### config.mk
export PLATFORM = sky130hd
export DESIGN_NAME = dispatch_ctrl
export DESIGN_NICKNAME = d
export VERILOG_FILES = /design/src/rtl/dispatch_ctrl_pkg.sv /design/src/rtl/dispatch_ctrl_op_class.sv /design/src/rtl/dispatch_ctrl.sv
export SDC_FILE = /design/constraint.sdc
export NUM_CORES = 1
export LEC_CHECK = 0
export ABC_AREA = 1
export ABC_CLOCK_PERIOD_IN_PS = 4700
export CELL_PAD_IN_SITES_DETAIL_PLACEMENT = 1
export CELL_PAD_IN_SITES_GLOBAL_PLACEMENT = 1
export CORE_ASPECT_RATIO = 0.6
export CORE_MARGIN = 2
export CORE_UTILIZATION = 31
export DETAILED_ROUTE_END_ITERATION = 10
export PLACE_DENSITY = 0.87
export SLEW_MARGIN = 20
export SYNTH_ARGS = -nofsm -noshare
export SYNTH_HDL_FRONTEND = slang
export SYNTH_SLANG_ARGS = --single-unit
### constraint.sdc
create_clock -name clk_in -period 4.7 [get_ports clk_in]
set_clock_uncertainty 0.1 [all_clocks]
set_input_delay 1.41 -clock clk_in [delete_from_list [all_inputs] [get_ports clk_in]]
set_output_delay 1.41 -clock clk_in [all_outputs]
set_load 0.02 [all_outputs]
### src/rtl/dispatch_ctrl_pkg.sv
// Shared definitions for the issue stage: Op encodings, bus widths, sequencer
// states and the credit-counter update helper.
package dispatch_ctrl_pkg;

  localparam int OP_BUS_W   = 6;
  localparam int DATA_BUS_W = 32;
  localparam int REG_BUS_W  = 5;

  typedef logic [OP_BUS_W-1:0]   op_bus_t;
  typedef logic [DATA_BUS_W-1:0] data_bus_t;
  typedef logic [REG_BUS_W-1:0]  reg_bus_t;

  localparam op_bus_t OP_NOP   = 6'd0;
  localparam op_bus_t OP_LUI   = 6'd1;
  localparam op_bus_t OP_AUIPC = 6'd2;
  localparam op_bus_t OP_JAL   = 6'd3;
  localparam op_bus_t OP_JALR  = 6'd4;
  localparam op_bus_t OP_BEQ   = 6'd5;
  localparam op_bus_t OP_BNE   = 6'd6;
  localparam op_bus_t OP_BLT   = 6'd7;
  localparam op_bus_t OP_BGE   = 6'd8;
  localparam op_bus_t OP_BLTU  = 6'd9;
  localparam op_bus_t OP_BGEU  = 6'd10;
  localparam op_bus_t OP_LB    = 6'd11;
  localparam op_bus_t OP_LH    = 6'd12;
  localparam op_bus_t OP_LW    = 6'd13;
  localparam op_bus_t OP_LBU   = 6'd14;
  localparam op_bus_t OP_LHU   = 6'd15;
  localparam op_bus_t OP_SB    = 6'd16;
  localparam op_bus_t OP_SH    = 6'd17;
  localparam op_bus_t OP_SW    = 6'd18;
  localparam op_bus_t OP_ADDI  = 6'd19;
  localparam op_bus_t OP_SLTI  = 6'd20;
  localparam op_bus_t OP_SLTIU = 6'd21;
  localparam op_bus_t OP_XORI  = 6'd22;
  localparam op_bus_t OP_ORI   = 6'd23;
  localparam op_bus_t OP_ANDI  = 6'd24;
  localparam op_bus_t OP_SLLI  = 6'd25;
  localparam op_bus_t OP_SRLI  = 6'd26;
  localparam op_bus_t OP_SRAI  = 6'd27;
  localparam op_bus_t OP_ADD   = 6'd28;
  localparam op_bus_t OP_SUB   = 6'd29;
  localparam op_bus_t OP_SLL   = 6'd30;
  localparam op_bus_t OP_SLT   = 6'd31;
  localparam op_bus_t OP_SLTU  = 6'd32;
  localparam op_bus_t OP_XOR   = 6'd33;
  localparam op_bus_t OP_SRL   = 6'd34;
  localparam op_bus_t OP_SRA   = 6'd35;
  localparam op_bus_t OP_OR    = 6'd36;
  localparam op_bus_t OP_AND   = 6'd37;

  typedef enum logic {
    ST_RUN   = 1'b0,
    ST_FLUSH = 1'b1
  } state_t;

  // A matched take/give cancels; a give at full is dropped (caller flags it).
  function automatic logic [31:0] credit_next(input logic [31:0] free,
                                              input logic [31:0] size,
                                              input logic take,
                                              input logic give);
    if (take && !give) return free - 32'd1;
    if (give && !take && free != size) return free + 32'd1;
    return free;
  endfunction

endpackage

### src/rtl/dispatch_ctrl_op_class.sv
// Combinational Op classifier: flags loads and stores, which occupy the LSB
// instead of a reservation station.
module dispatch_ctrl_op_class
  import dispatch_ctrl_pkg::*;
(
  input  op_bus_t op,
  output logic    is_ls
);

  always_comb begin
    is_ls = 1'b0;
    case (op)
      OP_LB, OP_LH, OP_LW, OP_LBU, OP_LHU, OP_SB, OP_SH, OP_SW: is_ls = 1'b1;
      default: is_ls = 1'b0;
    endcase
  end

endmodule

### src/rtl/dispatch_ctrl.sv
// Issue-stage sequencer: one-entry skid buffer plus ROB/RS/LSB free-slot
// credits, gating Dispatch_S and recovering after a misprediction flush.
module dispatch_ctrl
  import dispatch_ctrl_pkg::*;
#(
  parameter int ROB_SIZE = 16,
  parameter int RS_SIZE  = 16,
  parameter int LSB_SIZE = 16,
  parameter int OP_WIDTH = OP_BUS_W,
  localparam int ROB_W   = $clog2(ROB_SIZE + 1),
  localparam int RS_W    = $clog2(RS_SIZE + 1),
  localparam int LSB_W   = $clog2(LSB_SIZE + 1)
) (
  input  logic                clk_in,
  input  logic                rst_in,
  input  logic                rdy_in,
  input  logic                clear,
  input  logic                id_valid,
  input  logic [OP_WIDTH-1:0] id_op,
  input  logic [31:0]         id_a,
  input  logic [4:0]          id_rd,
  input  logic [31:0]         id_pc,
  output logic                id_stall,
  output logic                Dispatch_S,
  output logic [OP_WIDTH-1:0] dis_op,
  output logic [31:0]         dis_a,
  output logic [4:0]          dis_rd,
  output logic [31:0]         dis_pc,
  input  logic                rob_release,
  input  logic                rs_release,
  input  logic                lsb_release,
  input  logic [LSB_W-1:0]    lsb_live_cnt,
  output logic                credit_err,
  output state_t              dbg_state,
  output logic                dbg_buf_valid,
  output logic [ROB_W-1:0]    dbg_rob_free,
  output logic [RS_W-1:0]     dbg_rs_free,
  output logic [LSB_W-1:0]    dbg_lsb_free
);

  state_t           state_q, state_d;
  logic             buf_valid;
  logic [ROB_W-1:0] rob_free, rob_free_nxt;
  logic [RS_W-1:0]  rs_free, rs_free_nxt;
  logic [LSB_W-1:0] lsb_free, lsb_free_nxt;
  logic             is_ls, can_go, load, ovf;

  dispatch_ctrl_op_class u_op_class (
    .op    (op_bus_t'(dis_op)),
    .is_ls (is_ls)
  );

  assign can_go = buf_valid && (rob_free != '0) &&
                  (is_ls ? (lsb_free != '0) : (rs_free != '0));

  // Handshake: the buffer accepts id_* on an edge where rdy_in & id_valid & !id_stall;
  // the decoder holds id_* stable while id_stall is high.
  always_comb begin
    state_d    = state_q;
    Dispatch_S = 1'b0;
    id_stall   = 1'b0;
    case (state_q)
      ST_RUN: begin
        Dispatch_S = can_go && rdy_in && !clear;
        id_stall   = (buf_valid && !Dispatch_S) || clear;
        if (clear) state_d = ST_FLUSH;
      end
      ST_FLUSH: begin
        id_stall = 1'b1;
        state_d  = clear ? ST_FLUSH : ST_RUN;
      end
      default: state_d = ST_RUN;
    endcase
  end

  assign load = rdy_in && id_valid && !id_stall;

  always_comb begin
    rob_free_nxt = ROB_W'(credit_next(32'(rob_free), 32'(ROB_SIZE), Dispatch_S, rob_release));
    rs_free_nxt  = RS_W'(credit_next(32'(rs_free), 32'(RS_SIZE), Dispatch_S && !is_ls,
                                     rs_release));
    lsb_free_nxt = LSB_W'(credit_next(32'(lsb_free), 32'(LSB_SIZE), Dispatch_S && is_ls,
                                      lsb_release));
    ovf = (rob_release && !Dispatch_S && rob_free == ROB_W'(ROB_SIZE)) ||
          (rs_release && !(Dispatch_S && !is_ls) && rs_free == RS_W'(RS_SIZE)) ||
          (lsb_release && !(Dispatch_S && is_ls) && lsb_free == LSB_W'(LSB_SIZE));
  end

  always_ff @(posedge clk_in or posedge rst_in) begin
    if (rst_in) begin
      state_q    <= ST_RUN;
      buf_valid  <= 1'b0;
      rob_free   <= ROB_W'(ROB_SIZE);
      rs_free    <= RS_W'(RS_SIZE);
      lsb_free   <= LSB_W'(LSB_SIZE);
      credit_err <= 1'b0;
      dis_op     <= '0;
      dis_a      <= '0;
      dis_rd     <= '0;
      dis_pc     <= '0;
    end else if (rdy_in) begin
      state_q <= state_d;
      if (clear) begin
        // Committed stores still own their LSB slots across the flush.
        buf_valid <= 1'b0;
        rob_free  <= ROB_W'(ROB_SIZE);
        rs_free   <= RS_W'(RS_SIZE);
        lsb_free  <= LSB_W'(LSB_SIZE) - lsb_live_cnt;
      end else begin
        rob_free   <= rob_free_nxt;
        rs_free    <= rs_free_nxt;
        lsb_free   <= lsb_free_nxt;
        credit_err <= credit_err | ovf;
        if (load) begin
          buf_valid <= 1'b1;
          dis_op    <= id_op;
          dis_a     <= id_a;
          dis_rd    <= id_rd;
          dis_pc    <= id_pc;
        end else if (Dispatch_S) begin
          buf_valid <= 1'b0;
        end
      end
    end
  end

  assign dbg_state     = state_q;
  assign dbg_buf_valid = buf_valid;
  assign dbg_rob_free  = rob_free;
  assign dbg_rs_free   = rs_free;
  assign dbg_lsb_free  = lsb_free;

endmodule

# Yosys cells after proc, flatten, opt, wreduce, memory -nomap -nowiden
# Memories as Yosys holds them, arrays and structs flattened.
# Cells that the tools add are included.
[word_totals] reg_bits=93 mem_bits_ro=32 memories=1 input_bits=88 out_inout_bits=95
[op_classes] mux=32 n_bitwise=3 n_eq_ne=6 n_addsub=7 n_reduce_logical=47
[mem_list] name="(name not given)" depth=32 width=1 rd=1 rd_ports_with_merged_regs=0 write_ports=0 line_no="dispatch_ctrl_op_class.sv:12" rtl="case (op)"
[ops] operator="two-way mux 5 bit" n=15
[ops] operator="logical AND 1 bit" n=21
[ops] operator="two-way mux 1 bit" n=16
[ops] operator="adder 5 x 1 -> 5 bit, second input constant" n=3
[ops] operator="equality test 5 bit, second input constant" n=3
[ops] operator="inequality test 5 bit, second input constant" n=3
[ops] operator="nonzero test 5 bit" n=3
[ops] operator="subtractor 5 x 1 -> 5 bit, second input constant" n=3
[ops] operator="nonzero test 3 bit" n=4
[ops] operator="logical NOT 1 bit" n=10
[ops] operator="AND reduction 2 bit" n=5
[ops] operator="subtractor 5 bit, first input constant" n=1
[ops] operator="logical OR 1 bit" n=3
[ops] operator="AND reduction 3 bit" n=1
[ops] operator="inverter 1 bit" n=2
[ops] operator="one-hot mux 1 bit (2 select lines)" n=1
[ops] operator="bitwise OR 1 bit" n=1

# Depth between registers and ports, before layout
# An unclocked memory read counts as a cell.
[depth] ltp_word=16 mapped_depth=15 mapped_depth_nobuf=15

# Cells and area by module
# From an unflattened synthesis, not the netlist that was laid out.
[unflattened] cells_unflattened=392 area_unflattened_um2=4538.1
[modules_own_cells] module="dispatch_ctrl" cells_each=382 instances=1 area_per_inst_um2=4494.3 seq_area_each_um2=2331.0
[modules_own_cells] module="dispatch_ctrl_op_class" cells_each=10 instances=1 area_per_inst_um2=43.8 seq_area_each_um2=0.0

# Least setup slack after synthesis
# OpenSTA, ideal clock, no wires.
[synth_timing] kind="input -> output" from="input clear" to="output id_stall" t_required_ps=3190 path_slack_ps=918 n_path_buf=1 arrival_ps=2272 path_stages=7 path_cell_list="buf_2 nor2_8 nand3_1 clkinv_1 nand2_2 o21ai_2 nand3_1"
[synth_between] elab_chain_len=6
[synth_rtl] element="start: declaration" line_no="dispatch_ctrl.sv:17" rtl="input logic clear,"
[synth_rtl] element="logical NOT 1 bit" line_no="dispatch_ctrl.sv:64" rtl="Dispatch_S = can_go && rdy_in && !clear;"
[synth_rtl] element="logical AND 1 bit" line_no="dispatch_ctrl.sv:64"
[synth_rtl] element="logical NOT 1 bit" line_no="dispatch_ctrl.sv:65" rtl="id_stall = (buf_valid && !Dispatch_S) || clear;"
[synth_rtl] element="logical AND 1 bit" line_no="dispatch_ctrl.sv:65"
[synth_rtl] element="logical OR 1 bit *" line_no="dispatch_ctrl.sv:65"
[synth_rtl] element="one-hot mux 1 bit (2 select lines) *" line_no="dispatch_ctrl.sv:62" rtl="case (state_q)"
[synth_rtl] element="end: declaration" line_no="dispatch_ctrl.sv:23" rtl="output logic id_stall,"
# Every way passes the cells marked *; elsewhere a longest branch is shown, timed or not.

# Worst setup path in the final report
# Same ends and word-level chain as after synthesis.

==> flow_summary.ini <==
[status]
status = completed

[cells_and_area]
final_core_util = 0.4789
layout-drive-gt1-share = 0.07598
fill_cells = 1709
fin_area_um2 = 6927
final_cell_mix = 181 x clkdlybuf4s50_1, 139 x nand2_1, 98 x inv_1
area_delta_synth_final_pct = 51.09
antenna_cells = 0
finalNetCount = 830
final_common_cell = clkdlybuf4s50_1

[synth]
ys_warn_count = 0
synth-compound-area-share = 0.1064
synthSimpleGateAreaFrac = 0.2020
synth_area_um2 = 4584
synthMuxAreaShare = 0
syn_inst = 552
synth_top_family_by_area = simple AND/OR/NAND/NOR gates
synth_fa_ha_area_frac = 0.02729
synth_xor_area_frac = 0.04012
postSynthAreaPerCell_um2 = 8.305
synth_seq_area_share = 0.5085
synth_seq_cells = 93
syn-num-nets = 650
ys_types = 28

[floorplanning]
pin_count = 183
row_count = 34
coreArea_um2 = 14460
die_h_um = 98.20
start_util = 0.3170
die_w_um = 161.0
dieArea_um2 = 15810

[timing]
tightest_slew_ns = 0.7506
setup_viol = 0
hold_ws_ns = 0.3783
min_period_ns = 4.618
maxClockFrequency_mhz = 216.5
slew_headroom = 0.4996
final_max_slew_viol_count = 0
finalHoldViolations = 0
rsz0062_at_grt = false
fin_tns_setup_ns = 0
post-route-period-util = 0.9826

[setup_path]
crit_fanout = 2
endpoint_kind = output port
critPathLaunchType = primary input
crit_type = in2out
arrival_ns = 3.11
r2r_cells = 11
worstReg2RegStart = dbg_lsb_free[0]
r2r_end = dis_pc[2]
rrSetupSlack_ns = 2.21
cp.required_ns = 3.19

[global_routing]
grt.overflow.total = 0
grt_pass1_vias = 4570
antenna_found_initial = 0
grt_usage = 0.1884
grt_pass1_wl_um = 23580
grt_max_degree = 110

[routing]
firstDrtPassIters = 4
viasPerCell = 4.444
drt-total-wl_um = 13910
drc = 0
drt_iter0_markers = 119
via_count = 4155
post_drt_wl_per_cell_um = 14.88
antenna_left = 0

[run]
maxCapViolCount = 0

[hold_path]
min_to = credit_err
hold_path_class = reg2reg
hold_depth = 2
hold_path.startpoint = credit_err

[clocking]
hold_buffers = 0
cts_buffers = 9
root_buffer = clkbuf_16
cts.path.max_buffers = 2
clk_pin_slew_ns = 0.07
htree_num_levels = 3
tritoncts = yes
clk_latency_ns = 0.34
clock_sinks = 93

[placed_design]
dpl.hpwl_um = 10780
gp_congestion = 0.7992
place_area_um2 = 6605
portBuffers = 182

[pwr]
cellPowerDensity_nw_per_um2 = 505.1
p_leak_nw = 3.406
irDropWorstVdd_mv = 0.2327
## registers in the layout, summed over array words and instances (netlist names)
signal,count
dis_a,32
dis_pc,32
dis_op,6
dbg_lsb_free,5
dbg_rob_free,5
dbg_rs_free,5
dis_rd,5
credit_err,1
dbg_buf_valid,1
dbg_state,1
## cell type report
| cell class | count | area, um2 | share of cell area |
|---|---|---|---|
| flip-flops and latches | 93 | 2331 | 0.3365 |
| repair buffers | 191 | 1908 | 0.2755 |
| multi-input cells | 333 | 1732 | 0.2500 |
| inverters | 104 | 392.9 | 0.05672 |
| well taps | 198 | 247.7 | 0.03577 |
| clock buffers | 9 | 225.2 | 0.03251 |
| clock inverters | 7 | 90.09 | 0.01301 |
## cells in the mapped netlist
library cell	number	area [um2]
a21oi_1	2	10.01
a21oi_2	5	43.79
buf_2	4	20.02
buf_4	8	60.06
buf_6	3	33.78
clkbuf_1	7	26.28
clkinv_1	1	3.750
dfrtp_1	90	2252
dfstp_2	3	78.83
ha_1	10	125.1
inv_1	99	371.6
inv_2	4	15.01
nand2_1	139	521.8
nand2_2	7	43.79
nand3_1	28	140.1
nand3_2	4	40.04
nand4_1	7	43.79
nand4_2	1	12.51
nor2_1	13	48.80
nor2_2	3	18.77
nor2_4	1	11.26
nor2_8	1	20.02
nor3_1	5	25.02
o21ai_0	8	40.04
o21ai_1	77	385.4
o21ai_2	1	8.760
xnor2_1	7	61.31
xor2_1	14	122.6
## stage by stage
step | std cells | worst slack, ns | total power (W)
2_1_floorplan | 552 | 0.7747 | 0.002025
3_3_place_gp | 919 | 0.07187 | 0.002696
3_5_place_dp | 919 | 0.02644 | 0.002757
4_1_cts | 935 | 0.02424 | 0.003563
5_1_grt | 935 | 0.01778 | 0.003760
6_report | 935 | 0.08197 | 0.003499
## how the worst max path moves through the flow
| stage | slack, ns | start | endpoint |
|---|---|---|---|
| 6_report | 0.08 | clear | id_stall |
| 3_3_place_gp | 0.07 | clear | Dispatch_S |
| 5_1_grt | 0.02 | clear | id_stall |
| 4_1_cts | 0.02 | clear | Dispatch_S |
| 3_5_place_dp | 0.03 | clear | Dispatch_S |
| 2_1_floorplan | 0.77 | rst_in | credit_err |
## routing by layer
metal,share of wire,GRT usage,vias up
met1,0.45,0.2405,1949
met5,0,0,-
met2,0.45,0.3100,133
met3,0.091,0.07392,7
met4,0.0051,0.02953,0
li1,-,-,2066
## repair_timing
item	CTS	global route
gates resized for setup	0	1
setup endpoints to repair	0	1
setup buffers	0	0
## logic make-up after synthesis
| kind of cell | count (synthesis) |
|---|---|
| AOI/OAI and AO/OA | 93 |
| xor gates and xnor gates | 21 |
| adders and majority gates | 10 |
| buffers and inverters | 126 |
| DFF | 93 |
| and+or+nand+nor | 209 |
## power breakdown
group	leakage, nW	switching (W)	total, W	internal, W
registers	1.15	0.000202	0.00123	0.00103
clock network	0.156	0.000346	0.000774	0.000428
logic	2.10	0.000791	0.00149	0.000700
total	3.41	0.00134	0.00350	0.00216
## critical path, cell delays in order
cell and delay, ns:
clkdlybuf4s50_1 0.51, nor2_8 0.15, nand3_1 0.08, clkinv_1 0.06, nand2_2 0.07, o21ai_2 0.18, nand3_1 0.09, clkdlybuf4s50_1 0.55
(Power assumes the default switching activity.)
